<file path="src/rtl/dla_pkg.sv">
// Shared types for the DLA VRAM arbiter: read-tag owner and the tag carried alongside each RAM read.
package dla_pkg;
    typedef enum logic {OWN_DISP, OWN_AVN} owner_t;

    typedef struct packed {
        logic   valid;
        owner_t owner;
    } rd_tag_t;

    localparam int STARVE_W = 8;
endpackage

</file>
<file path="src/rtl/dla_tag_pipe.sv">
// Delay line of read tags matching the RAM read latency; tag_o lines up with ram_rdata.
// DEPTH-cycle latency, no backpressure (one tag in and one out every cycle).
module dla_tag_pipe import dla_pkg::*; #(
    parameter int DEPTH = 2
) (
    input  logic    clk,
    input  logic    rst_n,
    input  rd_tag_t tag_i,
    output rd_tag_t tag_o
);
    rd_tag_t stage_q [DEPTH];

    always_ff @(posedge clk or negedge rst_n) begin
        if (!rst_n) begin
            for (int i = 0; i < DEPTH; i++) begin
                stage_q[i] <= '{valid: 1'b0, owner: OWN_DISP};
            end
        end else begin
            stage_q[0] <= tag_i;
            for (int i = 1; i < DEPTH; i++) begin
                stage_q[i] <= stage_q[i-1];
            end
        end
    end

    assign tag_o = stage_q[DEPTH-1];
endmodule

</file>
<file path="src/rtl/dla_vram_arbiter.sv">
// Single-port VRAM arbiter: scan-out has priority, Avalon side gets a forced slot after STARVE_MAX stalls.
// Reads return RAM_LAT+1 cycles after grant, in order; read data is never back-pressured.
module dla_vram_arbiter import dla_pkg::*; #(
    parameter int AVN_AW     = 19,
    parameter int AVN_DW     = 16,
    parameter int RAM_LAT    = 2,
    parameter int STARVE_MAX = 15
) (
    input  logic              clk,
    input  logic              rst_n,
    input  logic [AVN_AW-1:0] avn_address,
    input  logic              avn_read,
    input  logic              avn_write,
    input  logic [AVN_DW-1:0] avn_writedata,
    output logic              avn_waitrequest,
    output logic [AVN_DW-1:0] avn_readdata,
    output logic              avn_readdatavalid,
    input  logic              disp_req,
    input  logic [AVN_AW-1:0] disp_addr,
    output logic              disp_gnt,
    output logic [AVN_DW-1:0] disp_rdata,
    output logic              disp_rvalid,
    output logic [AVN_AW-1:0] ram_addr,
    output logic              ram_we,
    output logic [AVN_DW-1:0] ram_wdata,
    input  logic [AVN_DW-1:0] ram_rdata
);
    localparam logic [STARVE_W-1:0] STARVE_LIM = STARVE_W'(STARVE_MAX);

    logic                ready_q;
    logic [STARVE_W-1:0] starve_cnt_q, starve_cnt_d;
    logic [AVN_AW-1:0]   ram_addr_q, ram_addr_d;
    logic [AVN_DW-1:0]   avn_rdata_q, disp_rdata_q;
    logic                avn_rvalid_q, disp_rvalid_q;
    logic                avn_req, starved, avn_gnt, disp_gnt_c;
    rd_tag_t             tag_in, tag_out;

    assign avn_req = avn_read | avn_write;
    assign starved = avn_req && (starve_cnt_q == STARVE_LIM);

    always_comb begin
        avn_gnt      = 1'b0;
        disp_gnt_c   = 1'b0;
        starve_cnt_d = starve_cnt_q;
        ram_addr_d   = ram_addr_q;
        if (ready_q) begin
            if (starved) begin
                avn_gnt = 1'b1;
            end else if (disp_req) begin
                disp_gnt_c = 1'b1;
            end else if (avn_req) begin
                avn_gnt = 1'b1;
            end
        end
        if (!avn_req || avn_gnt) begin
            starve_cnt_d = '0;
        end else if (starve_cnt_q != STARVE_LIM) begin
            starve_cnt_d = starve_cnt_q + 1'b1;
        end
        if (disp_gnt_c) begin
            ram_addr_d = disp_addr;
        end else if (avn_gnt) begin
            ram_addr_d = avn_address;
        end
    end

    // A simultaneous read+write is a write: it must not launch a read tag.
    always_comb begin
        tag_in       = '{valid: 1'b0, owner: OWN_DISP};
        tag_in.valid = disp_gnt_c | (avn_gnt & avn_read & ~avn_write);
        tag_in.owner = disp_gnt_c ? OWN_DISP : OWN_AVN;
    end

    dla_tag_pipe #(.DEPTH(RAM_LAT)) u_tag_pipe (
        .clk   (clk),
        .rst_n (rst_n),
        .tag_i (tag_in),
        .tag_o (tag_out)
    );

    always_ff @(posedge clk or negedge rst_n) begin
        if (!rst_n) begin
            ready_q       <= 1'b0;
            starve_cnt_q  <= '0;
            ram_addr_q    <= '0;
            avn_rvalid_q  <= 1'b0;
            disp_rvalid_q <= 1'b0;
            avn_rdata_q   <= '0;
            disp_rdata_q  <= '0;
        end else begin
            ready_q       <= 1'b1;
            starve_cnt_q  <= starve_cnt_d;
            ram_addr_q    <= ram_addr_d;
            avn_rvalid_q  <= tag_out.valid && (tag_out.owner == OWN_AVN);
            disp_rvalid_q <= tag_out.valid && (tag_out.owner == OWN_DISP);
            if (tag_out.valid && (tag_out.owner == OWN_AVN)) begin
                avn_rdata_q <= ram_rdata;
            end
            if (tag_out.valid && (tag_out.owner == OWN_DISP)) begin
                disp_rdata_q <= ram_rdata;
            end
        end
    end

    assign avn_waitrequest   = !ready_q | (avn_req & !avn_gnt);
    assign avn_readdata      = avn_rdata_q;
    assign avn_readdatavalid = avn_rvalid_q;
    assign disp_gnt          = disp_gnt_c;
    assign disp_rdata        = disp_rdata_q;
    assign disp_rvalid       = disp_rvalid_q;
    assign ram_addr          = ram_addr_d;
    assign ram_we            = avn_gnt & avn_write;
    assign ram_wdata         = avn_writedata;
endmodule

</file>
<file path="config.mk">
export PLATFORM = sky130hd
export DESIGN_NAME = dla_vram_arbiter
export DESIGN_NICKNAME = d
export VERILOG_FILES = /design/src/rtl/dla_pkg.sv /design/src/rtl/dla_tag_pipe.sv /design/src/rtl/dla_vram_arbiter.sv
export SDC_FILE = /design/constraint.sdc
export NUM_CORES = 1
export LEC_CHECK = 0
export CAP_MARGIN = 30
export CORE_AREA = 2 2 90 92
export DETAILED_ROUTE_END_ITERATION = 16
export DIE_AREA = 0 0 92 94
export PLACE_DENSITY = 0.78
export SLEW_MARGIN = 15
export SYNTH_ARGS = -nofsm -noshare
export SYNTH_HDL_FRONTEND = slang
export SYNTH_SLANG_ARGS = --single-unit
</file>
<file path="constraint.sdc">
create_clock -name clk -period 2.2 [get_ports clk]
set_input_delay 0.33 -clock clk [delete_from_list [all_inputs] [get_ports clk]]
set_output_delay 0.33 -clock clk [all_outputs]
set_load 0.02 [all_outputs]
</file>
==> reports/metrics.yaml <==
synth-async-reset-ratio_pct: 100
critPathArrivalTime_ps: 2190
die_h_um: 94
p_leak_uw: 0.00213
grt_max_degree: 44
place_congestion: 0.825
synth_area_um2: 2970
crit_path_start_kind: "flip-flop"
max_clock_freq_mhz: 396
fillers: 588
pre_cts_ws_ps: -724
worst_pin_slew_ps: 518
setup_viol: 21
critPathKind: "reg2out"
skew_ps: 7.18
path_cells: "or4_4 > nor2_4 > o21ai_4 > clkbuf_16 > a221oi_4 > buf_6"
r2r_end: "ram_addr_q[4]"
grt_pass1_vias: 2618
ant_nets: 0
rsz0062_at_grt: "yes"
outcome: "finished with violations"
worst-r2r-setup-slack_ps: 290
drtIter0Drc: 57
synth_most_common_cell: "dfrtp_1"
ff2ff_path_depth: 8
avgSynthCellArea_um2: 11.7
synth_area_leaders: "dfrtp_1, mux2_2, nor2_1"
layout_setup_ws_ps: -324
drc: 0
max_cap_viol_count: 0
cp-startpoint: "starve_cnt_q[5]"
synth_edf_count: 0
routed_wl_mm: 8.22
ys_top_cells_by_count: "dfrtp_1, nor2_1, mux2_2"
timing.final.crit_period_ps: 2520
max_slew_margin_pct: 65.5
die_x_um: 92
row_count: 32
cp-end-kind: "primary output"
whs_ps: 51.0
area_growth_pct: 68.8
clock_sink_count: 66
via_count: 2439
numCtsBuffers: 9
firstDrtPassIters: 4
antenna_found_initial: 0
synth_nets: 329
grt_usage_pct: 19.2
grt-ovfl-total: 0
yosysUniqueCellTypes: 35
synth_cells: 253
port_buffers: 114
setup_tns_ps: -5660
dieArea_um2: 8650
grt_pass1_wl_mm: 12.7
multi_input_area_um2: 1360
drive_above_1_share_pct: 35.4
powerDensity_nw_per_um2: 722
crit_path_top_delay_cell: "or4_4"
cts_buffer_depth: 2
synthFlopType: "dfrtp_1"
antenna_cells: 0
ys_ff_latch: 66
cts.reportedPaths.clkPinSlew_ps: 70
worstHoldPathType: "in2async"
core_um2: 7610
routedWlPerCell_um: 16.3
yosys_warnings: 0
slew_viol_final: 0
required_ps: 1870
power_uw: 3610
viasPerCell: 4.85
cts_tree: "built"
critPathMaxFanout: 5
r2r-start: "starve_cnt_q[7]"
endpoint: "ram_addr[12]"
insertion_delay_ps: 340
timing.final.crit_share_pct: 115
hold_viol: 0
ios: 147
htree_levels: 3
cts_root_buffer: "clkbuf_8"
yosysTopAreaCell: "dfrtp_1"
peakVddDrop_v: 0.000324
dp.cells: 471
num-nets-final: 472
ys_seq_area_share_pct: 55.7
dp_hpwl_mm: 5.27
seqCellArea_um2: 1650
start_util_pct: 39.0
crit_path_max_incr_delay_ps: 570
synth_top_area_share_pct: 55.7
stdcell_count: 503
cts_hold_buf: 0
violations: "negative setup slack"
[power by group]
group / internal, uW / switching, uW
Combinational: 631 / 533
Sequential: 1390 / 80.0
Clock: 520 / 457
Total: 2540 / 1070
[layout make-up]
type / count / share of cell area, %
clock buffers: 11 / 2.63
repair buffers: 158 / 31.8
clock inverters: 5 / 1.10
multi-input cells: 138 / 27.2
well taps: 102 / 2.55
flip-flops and latches: 66 / 33.0
inverters: 23 / 1.73
[worst min path at each step]
stage / endpoint / cells past startpoint / slack (ps) / start
after floorplan: avn_readdata[0] / 0 / 30 / rst_n
after global placement: u_tag_pipe.tag_o[0] / 0 / 340 / u_tag_pipe.stage_q[2]
after detailed placement: u_tag_pipe.tag_o[1] / 0 / 340 / u_tag_pipe.stage_q[3]
after CTS: avn_readdata[0] / 2 / 70 / rst_n
after global routing: disp_rdata[0] / 2 / 90 / rst_n
final: disp_rdata[0] / 2 / 50 / rst_n
[cell families after synthesis]
family / synth area share [%]
simple gates: 10.6
flops: 55.7
buf+inv: 8.90
mux: 12.5
compound gates: 10.5
xor+xnor: 1.18
fa+ha+maj: 0.422
other cells: 0.126
[repair_timing]
item | in CTS | in global routing
gates resized for setup | 179 | 9
endpoints found under the setup margin | 22 | 22
pin swaps | 8 | 15
buffers inserted | 9 | 5
cloned | 2 | 1
[per-layer routing]
| layer | up-vias | track usage, % | wire length (um) |
|---|---|---|---|
| met5 | - | 0 | 0 |
| met4 | 0 | 8.21 | 128 |
| met3 | 12 | 4.98 | 526 |
| met2 | 104 | 34.3 | 4290 |
| met1 | 1181 | 21.7 | 3280 |
| li1 | 1142 | - | - |
[flip-flops by register name (all words and copies together) (netlist names)]
name,flops
ram_addr_q,19
starve_cnt_q,8
disp_rdata,16
ready_q,1
u_tag_pipe.tag_o,2
avn_readdata,16
disp_rvalid,1
u_tag_pipe.stage_q,2
avn_readdatavalid,1
[critical path: cells and delay by family, from the launching register on]
family / cells / cell delay [ps]
DFF: 1 / 390
and+or+nand+nor: 2 / 720
buffers and inverters: 2 / 360
AOI/OAI and AO/OA: 2 / 390
[stage by stage]
step / cell area (um^2) / utilization [%]
global placement: 4280 / 56.3
floorplan: 2970 / -
global route: 5000 / 65.8
finish: 5000 / 65.8
CTS: 4930 / 64.8
detailed placement: 4290 / 56.4
[placed cells by master, fill, tap and decap left out, drive strengths merged, types with 2 or more instances in the layout]
| cell | n |
|---|---|
| a21oi | 4 |
| nor2 | 46 |
| dfrtp | 66 |
| clkinv | 3 |
| nand3 | 5 |
| inv | 22 |
| xnor2 | 3 |
| nand2b | 2 |
| nor2b | 2 |
| clkbuf | 12 |
| a221oi | 20 |
| nand2 | 4 |
| a211oi | 2 |
| clkdlybuf4s50 | 91 |
| nor3 | 7 |
| buf | 66 |
| mux2 | 32 |
| clkinvlp | 2 |
Note: power is estimated with default switching activity, not from simulation.
==> RTL change 1: new RTL, same flow settings <==
Make the reset (`rst_n`) synchronous in 2 clocked blocks.
--- a/src/rtl/dla_tag_pipe.sv
+++ b/src/rtl/dla_tag_pipe.sv
@@ -12,3 +12,3 @@
 
-    always_ff @(posedge clk or negedge rst_n) begin
+    always_ff @(posedge clk) begin
         if (!rst_n) begin
--- a/src/rtl/dla_vram_arbiter.sv
+++ b/src/rtl/dla_vram_arbiter.sv
@@ -80,3 +80,3 @@
 
-    always_ff @(posedge clk or negedge rst_n) begin
+    always_ff @(posedge clk) begin
         if (!rst_n) begin
Check against the original RTL: differs if rst_n is asserted again (counterexample within 4 cycles, from zero or initial values and one cycle with rst_n low); with rst_n held inactive, the same outputs for 10 cycles.
==> RTL change 1 against the unedited design <==
The run still ends with setup timing left. First-iteration DRC count grew to 2.5 times the old value. Utilization is 3.3 points higher. Critical endpoint is now avn_waitrequest. Power is 18% lower. Routed wire length is 22% higher. Final area is 5.0% higher. Area after synthesis is 6.6% higher. Worst setup slack better by 3.7 ps. Sequential cell count stayed put.
==> RTL change 1: results (changes against the unedited design) <==
STA
  – Worst setup margin: -320 ps (was -324 ps)
  – Clk_skew: 7.46 ps (was 7.18 ps)
  – Setup violations, final: 22 (was 21)
  – Worst slew margin: 0.493 (was 0.655)

Placed design
  – DP Cell Count: 602 (was 471)
  – Area post-placement: 4830 sq um (was 4290 sq um)
  – GP Congestion: 0.840 (was 0.825)

Route
  – Pre-antenna DRT Iters: 5 (was 4)
  – DR WL met2: 5170 um (was 4290 um)
  – Vias: 3,362 (was 2,439)
  – Routed WL: 10,100 um (was 8220 um)

Final layout
  – Final nets: 588 (was 472)

Global route
  – All-Layer GR Usage: 0.232 (was 0.192)
  – First-pass GRT wire length: 16,200 um (was 12,700 um)
  – Largest net degree at the start of global routing: 35 (was 44)
  – Vias in the first global route: 3,465 (was 2,618)

Yosys
  – Sequential area share after synthesis: 0.418 (was 0.557)
  – Synthesized Nets: 455 (was 329)
  – FFs w/ async S/R, synth: 0 (was 1.00)
  – Largest cells by area after synthesis: dfxtp_1 (42%), nand2_1 (8.4%), a21oi_1 (6.0%), o32ai_1 (4.2%), buf_4 (3.8%) (was dfrtp_1 (56%), mux2_2 (12%), nor2_1 (5.7%), a221oi_2 (4.6%), buf_4 (4.3%))
  – Top cells by count, synth: nand2_1 (71), dfxtp_1 (66), a21oi_1 (38) (was dfrtp_1 (66), nor2_1 (45), mux2_2 (32))

Power and ir drop
  – LEAKAGE: 1.88 nW (was 2.13 nW)

Hold path
  – Worst min path class: reg2reg (was in2async)

Run status
  – Status: complete, but fails checks (unchanged)
  – Failing checks: setup timing (unchanged)
-- RTL change 1: changes by cell type after synthesis, sizes merged, moves of 23 or more --
cell    before  now
dfrtp       66    0
mux2        32    0
nand2        4   71
clkbuf       5   28
a21oi        4   38
dfxtp        0   66
nor2        46    4
-- RTL change 1: cell type report --
class                           instances  area (sq um)
Clock inverter                          6          66.3
Fill cell                             582          2350
Multi-Input combinational cell        245          1880
Timing Repair Buffer                  170          1640
Inverter                               20          75.1
Clock buffer                           10           138
Sequential cell                        66          1320
Tap cell                              102           128
-- RTL change 1: cell families (layout without fill, tap and decap cells) --
family / after synthesis / after routing / share of synthesized area
compound gates: 110 / 110 / 0.269
xor+xnor: 1 / 1 / 0.00277
fa+ha+maj: 1 / 1 / 0.00396
buf+inv: 68 / 206 / 0.103
flops: 66 / 66 / 0.418
simple gates: 133 / 133 / 0.203
-- RTL change 1: final timing paths --
path | from | to | slack (ps) | depth (start not counted)
setup reg to reg | starve_cnt_q[7] | ram_addr_q[13] | 60 | 6
hold reg to reg | u_tag_pipe.stage_q[0][0] | u_tag_pipe.stage_q[0][2] | 440 | 1
hold / removal | u_tag_pipe.stage_q[0][0] | u_tag_pipe.stage_q[0][2] | 440 | 1
setup / recovery | starve_cnt_q[7] | avn_waitrequest | -320 | 5
-- RTL change 1: where the power goes --
| group | switching, mW | internal [mW] | total, mW |
|---|---|---|---|
| logic | 0.325 | 0.341 | 0.667 |
| registers | 0.0177 | 1.24 | 1.26 |
| clock network | 0.489 | 0.553 | 1.04 |
| total | 0.832 | 2.13 | 2.97 |
-- RTL change 1: critical path, delay by kind of cell, from the launching register on --
family                 cells  cell delay (ps)
DFF                        1              330
and+or+nand+nor            1              550
AOI/OAI and AO/OA          2              350
buffers and inverters      2              620
-- RTL change 1: per-stage QoR --
stage | power, mW | util | setup TNS (ps) | setup slack, ps
finish | 2.97 | 0.691 | -5640 | -320
floorplan | 1.64 | - | -2150 | -155
CTS | 2.96 | 0.677 | -5610 | -285
detailed placement | 1.92 | 0.636 | -10540 | -555
global placement | 1.90 | 0.636 | -9830 | -517
global route | 3.09 | 0.691 | -7100 | -357
-- RTL change 1: layer usage --
layer / global-route usage / vias to the layer above
met5: 0 / -
li1: - / 1614
met4: 0.0983 / 0
met2: 0.411 / 131
met3: 0.0425 / 15
met1: 0.276 / 1602
-- RTL change 1: repair_timing --
action,4_1_cts,5_1_grt
pin swaps,2,1
gates cloned,0,0
resized for setup,120,21
endpoints found under the setup margin,23,27
setup buffers,1,0
==> RTL change 2: new RTL, config.mk and constraints unchanged <==
Made on the original files. Change the parameter `RAM_LAT` from 2 to 4.
--- a/src/rtl/dla_vram_arbiter.sv
+++ b/src/rtl/dla_vram_arbiter.sv
@@ -5,3 +5,3 @@
     parameter int AVN_DW     = 16,
-    parameter int RAM_LAT    = 2,
+    parameter int RAM_LAT    = 4,
     parameter int STARVE_MAX = 15
Check against the original RTL: not equivalent (a bounded check fails within 10 cycles, from zero or initial values and one cycle with rst_n low).
==> RTL change 2 against the unedited design <==
The flow still finishes with violations (setup timing). Sequential power increased by 6%. Die area unchanged. Register-to-register slack got worse by 160 ps. Area after synthesis increased by 3.4%. Critical path depth increased by 1. Sequential cell count increased by 4. First-iteration DRC count decreased by 14%. Routed wire length decreased by 3.7%. Final area increased by 1.6%. Power increased by 6.6%. Worst setup slack got worse by 85 ps. Largest cell class unchanged.
==> RTL change 2: results (changes against the unedited design) <==
Run status
  – Status: complete, but fails checks (unchanged)
  – Failing checks: setup timing (unchanged)

Global route
  – Grt total ovfl: 0 (unchanged)
  – First-pass GRT wire length: 12,900 um (was 12,700 um)
  – Vias in the first global route: 2,652 (was 2,618)
  – All-Layer GR Usage: 0.194 (was 0.192)
  – Initial antenna violation count: 0 (unchanged)
  – Largest net degree at the start of global routing: 71 (was 44)

Critical path
  – Critical Path Source: starve_cnt_q[5] (unchanged)
  – Critical path arrival: 2280 ps (was 2190 ps)
  – CP top delay family: simple AND/OR/NAND/NOR gates (unchanged)
  – End of the critical path: ram_addr[11] (was ram_addr[12])
  – CP max stage delay: 550 ps (was 570 ps)
  – Worst r2r path cells: 8 (unchanged)
  – RR Endpoint: ram_addr_q[11] (was ram_addr_q[4])
  – Worst-path maximum fanout: 8 (was 5)
  – Flop-to-flop setup slack: 130 ps (was 290 ps)
  – Slowest cell on the critical path: or4_4 (unchanged)

Yosys
  – Synth warnings: 0 (unchanged)
  – Largest cells by area after synthesis: dfrtp_1 (57%), mux2_2 (12%), nor2_1 (5.5%), a221oi_2 (4.4%), buf_4 (4.2%) (was dfrtp_1 (56%), mux2_2 (12%), nor2_1 (5.7%), a221oi_2 (4.6%), buf_4 (4.3%))
  – Sequential area share after synthesis: 0.571 (was 0.557)
  – Top cells by count, synth: dfrtp_1 (70), nor2_1 (45), mux2_2 (32) (was dfrtp_1 (66), nor2_1 (45), mux2_2 (32))
  – Distinct cell type count after synthesis: 35 (unchanged)
  – Synthesized Nets: 333 (was 329)
  – Cells after Synth: 257 (was 253)

Route
  – Pre-antenna DRT Iters: 4 (unchanged)
  – Via/cell ratio: 4.83 (was 4.85)
  – Avg WL per Cell: 15.6 um (was 16.3 um)
  – Detailed Route Iter0 Violations: 49 (was 57)

STA
  – Setup TNS Final: -7490 ps (was -5660 ps)
  – Worst setup margin: -409 ps (was -324 ps)
  – Clk_skew: 9.52 ps (was 7.18 ps)
  – Setup violations, final: 22 (was 21)
  – Worst slew margin: 0.665 (was 0.655)

Clock tree
  – Root Driver: clkbuf_8 (unchanged)
  – CTS H-tree lvls: 3 (unchanged)
  – Clk Latency, worst-skew pair: 350 ps
  – Clock buffer depth: 2 (unchanged)
  – Reg clk slew, reported paths: 80 ps

Final layout
  – Non-filler cells, final: 507 (was 503)
  – Fraction of layout cells with a size suffix above 1: 0.356 (was 0.354)
  – Max reg flops: 19 (unchanged)
  – Most flops, register: ram_addr_q (unchanged)
  – Final nets: 476 (was 472)
  – Number of diodes: 0 (unchanged)

Placed design
  – Area post-placement: 4420 sq um (was 4290 sq um)
  – DPL Wire Length: 5240 um (was 5270 um)
  – GP Congestion: 0.752 (was 0.825)

Hold path
  – Worst min path class: in2async (unchanged)

Power and ir drop
  – Worst VDD drop: 0.333 mV (was 0.324 mV)
  – LEAKAGE: 2.18 nW (was 2.13 nW)
RTL change 2: cell types whose count changed after synthesis:
| cell | delta |
|---|---|
| dfrtp_1 | +4 |
RTL change 2: cell families after synthesis:
group                      after synthesis  synth area share
AOI/OAI and AO/OA                       30             0.102
xor gates and xnor gates                 4            0.0114
adders and majority gates                1           0.00408
buffers and inverters                   49            0.0861
DFF                                     70             0.571
muxes                                   33             0.121
other                                    1           0.00122
and+or+nand+nor                         69             0.103
RTL change 2: through the flow:
| step | utilization | setup WS [ps] |
|---|---|---|
| global placement | 0.580 | -812 |
| detailed placement | 0.582 | -621 |
| floorplan | - | -112 |
| global route | 0.668 | -486 |
| finish | 0.668 | -409 |
| CTS | 0.660 | -425 |
RTL change 2: power breakdown:
group          switching [mW]  internal [mW]  leakage, nW
clock                   0.498          0.641        0.106
combinational           0.529          0.626         1.25
sequential             0.0877           1.47        0.825
RTL change 2: worst register-to-register path, cell delays in order (launching register included):
cell      delay [ps]
dfrtp_1          400
buf_6            120
or4_4            550
nor2_4           130
o21ai_4          110
buf_12           170
a221oi_4         290
buf_4            150
buf_4             90
RTL change 2: metal layers:
layer | wire length (um) | track usage
met4 | 131 | 0.0784
met2 | 4080 | 0.344
met3 | 452 | 0.0377
met1 | 3240 | 0.233
met5 | 0 | 0
RTL change 2: area by class of cell:
class | count | area [sq um]
Clock buffer | 9 | 124
Clock inverter | 7 | 97.6
Fill cell | 572 | 2520
Inverter | 23 | 86.3
Multi-Input combinational cell | 138 | 1350
Sequential cell | 70 | 1750
Tap cell | 102 | 128
Timing Repair Buffer | 158 | 1550
RTL change 2: how the worst min path moves through the flow:
stage	endpoint	cells after the start	slack (ps)
3_3_place_gp	u_tag_pipe.stage_q[5]	0	330
4_1_cts	ram_addr_q[7]	2	4
2_1_floorplan	avn_readdata[0]	0	30
3_5_place_dp	u_tag_pipe.stage_q[4]	0	330
5_1_grt	avn_readdata[10]	2	6
6_report	ram_addr_q[7]	2	2
RTL change 2: repair_timing:
item / in CTS / in global routing
endpoints found under the setup margin: 22 / 22
hold endpoints to repair: 0 / 0
pin swaps: 8 / 11
buffers inserted: 8 / 4
resized for setup: 176 / 5
hold buffers: 0 / 0
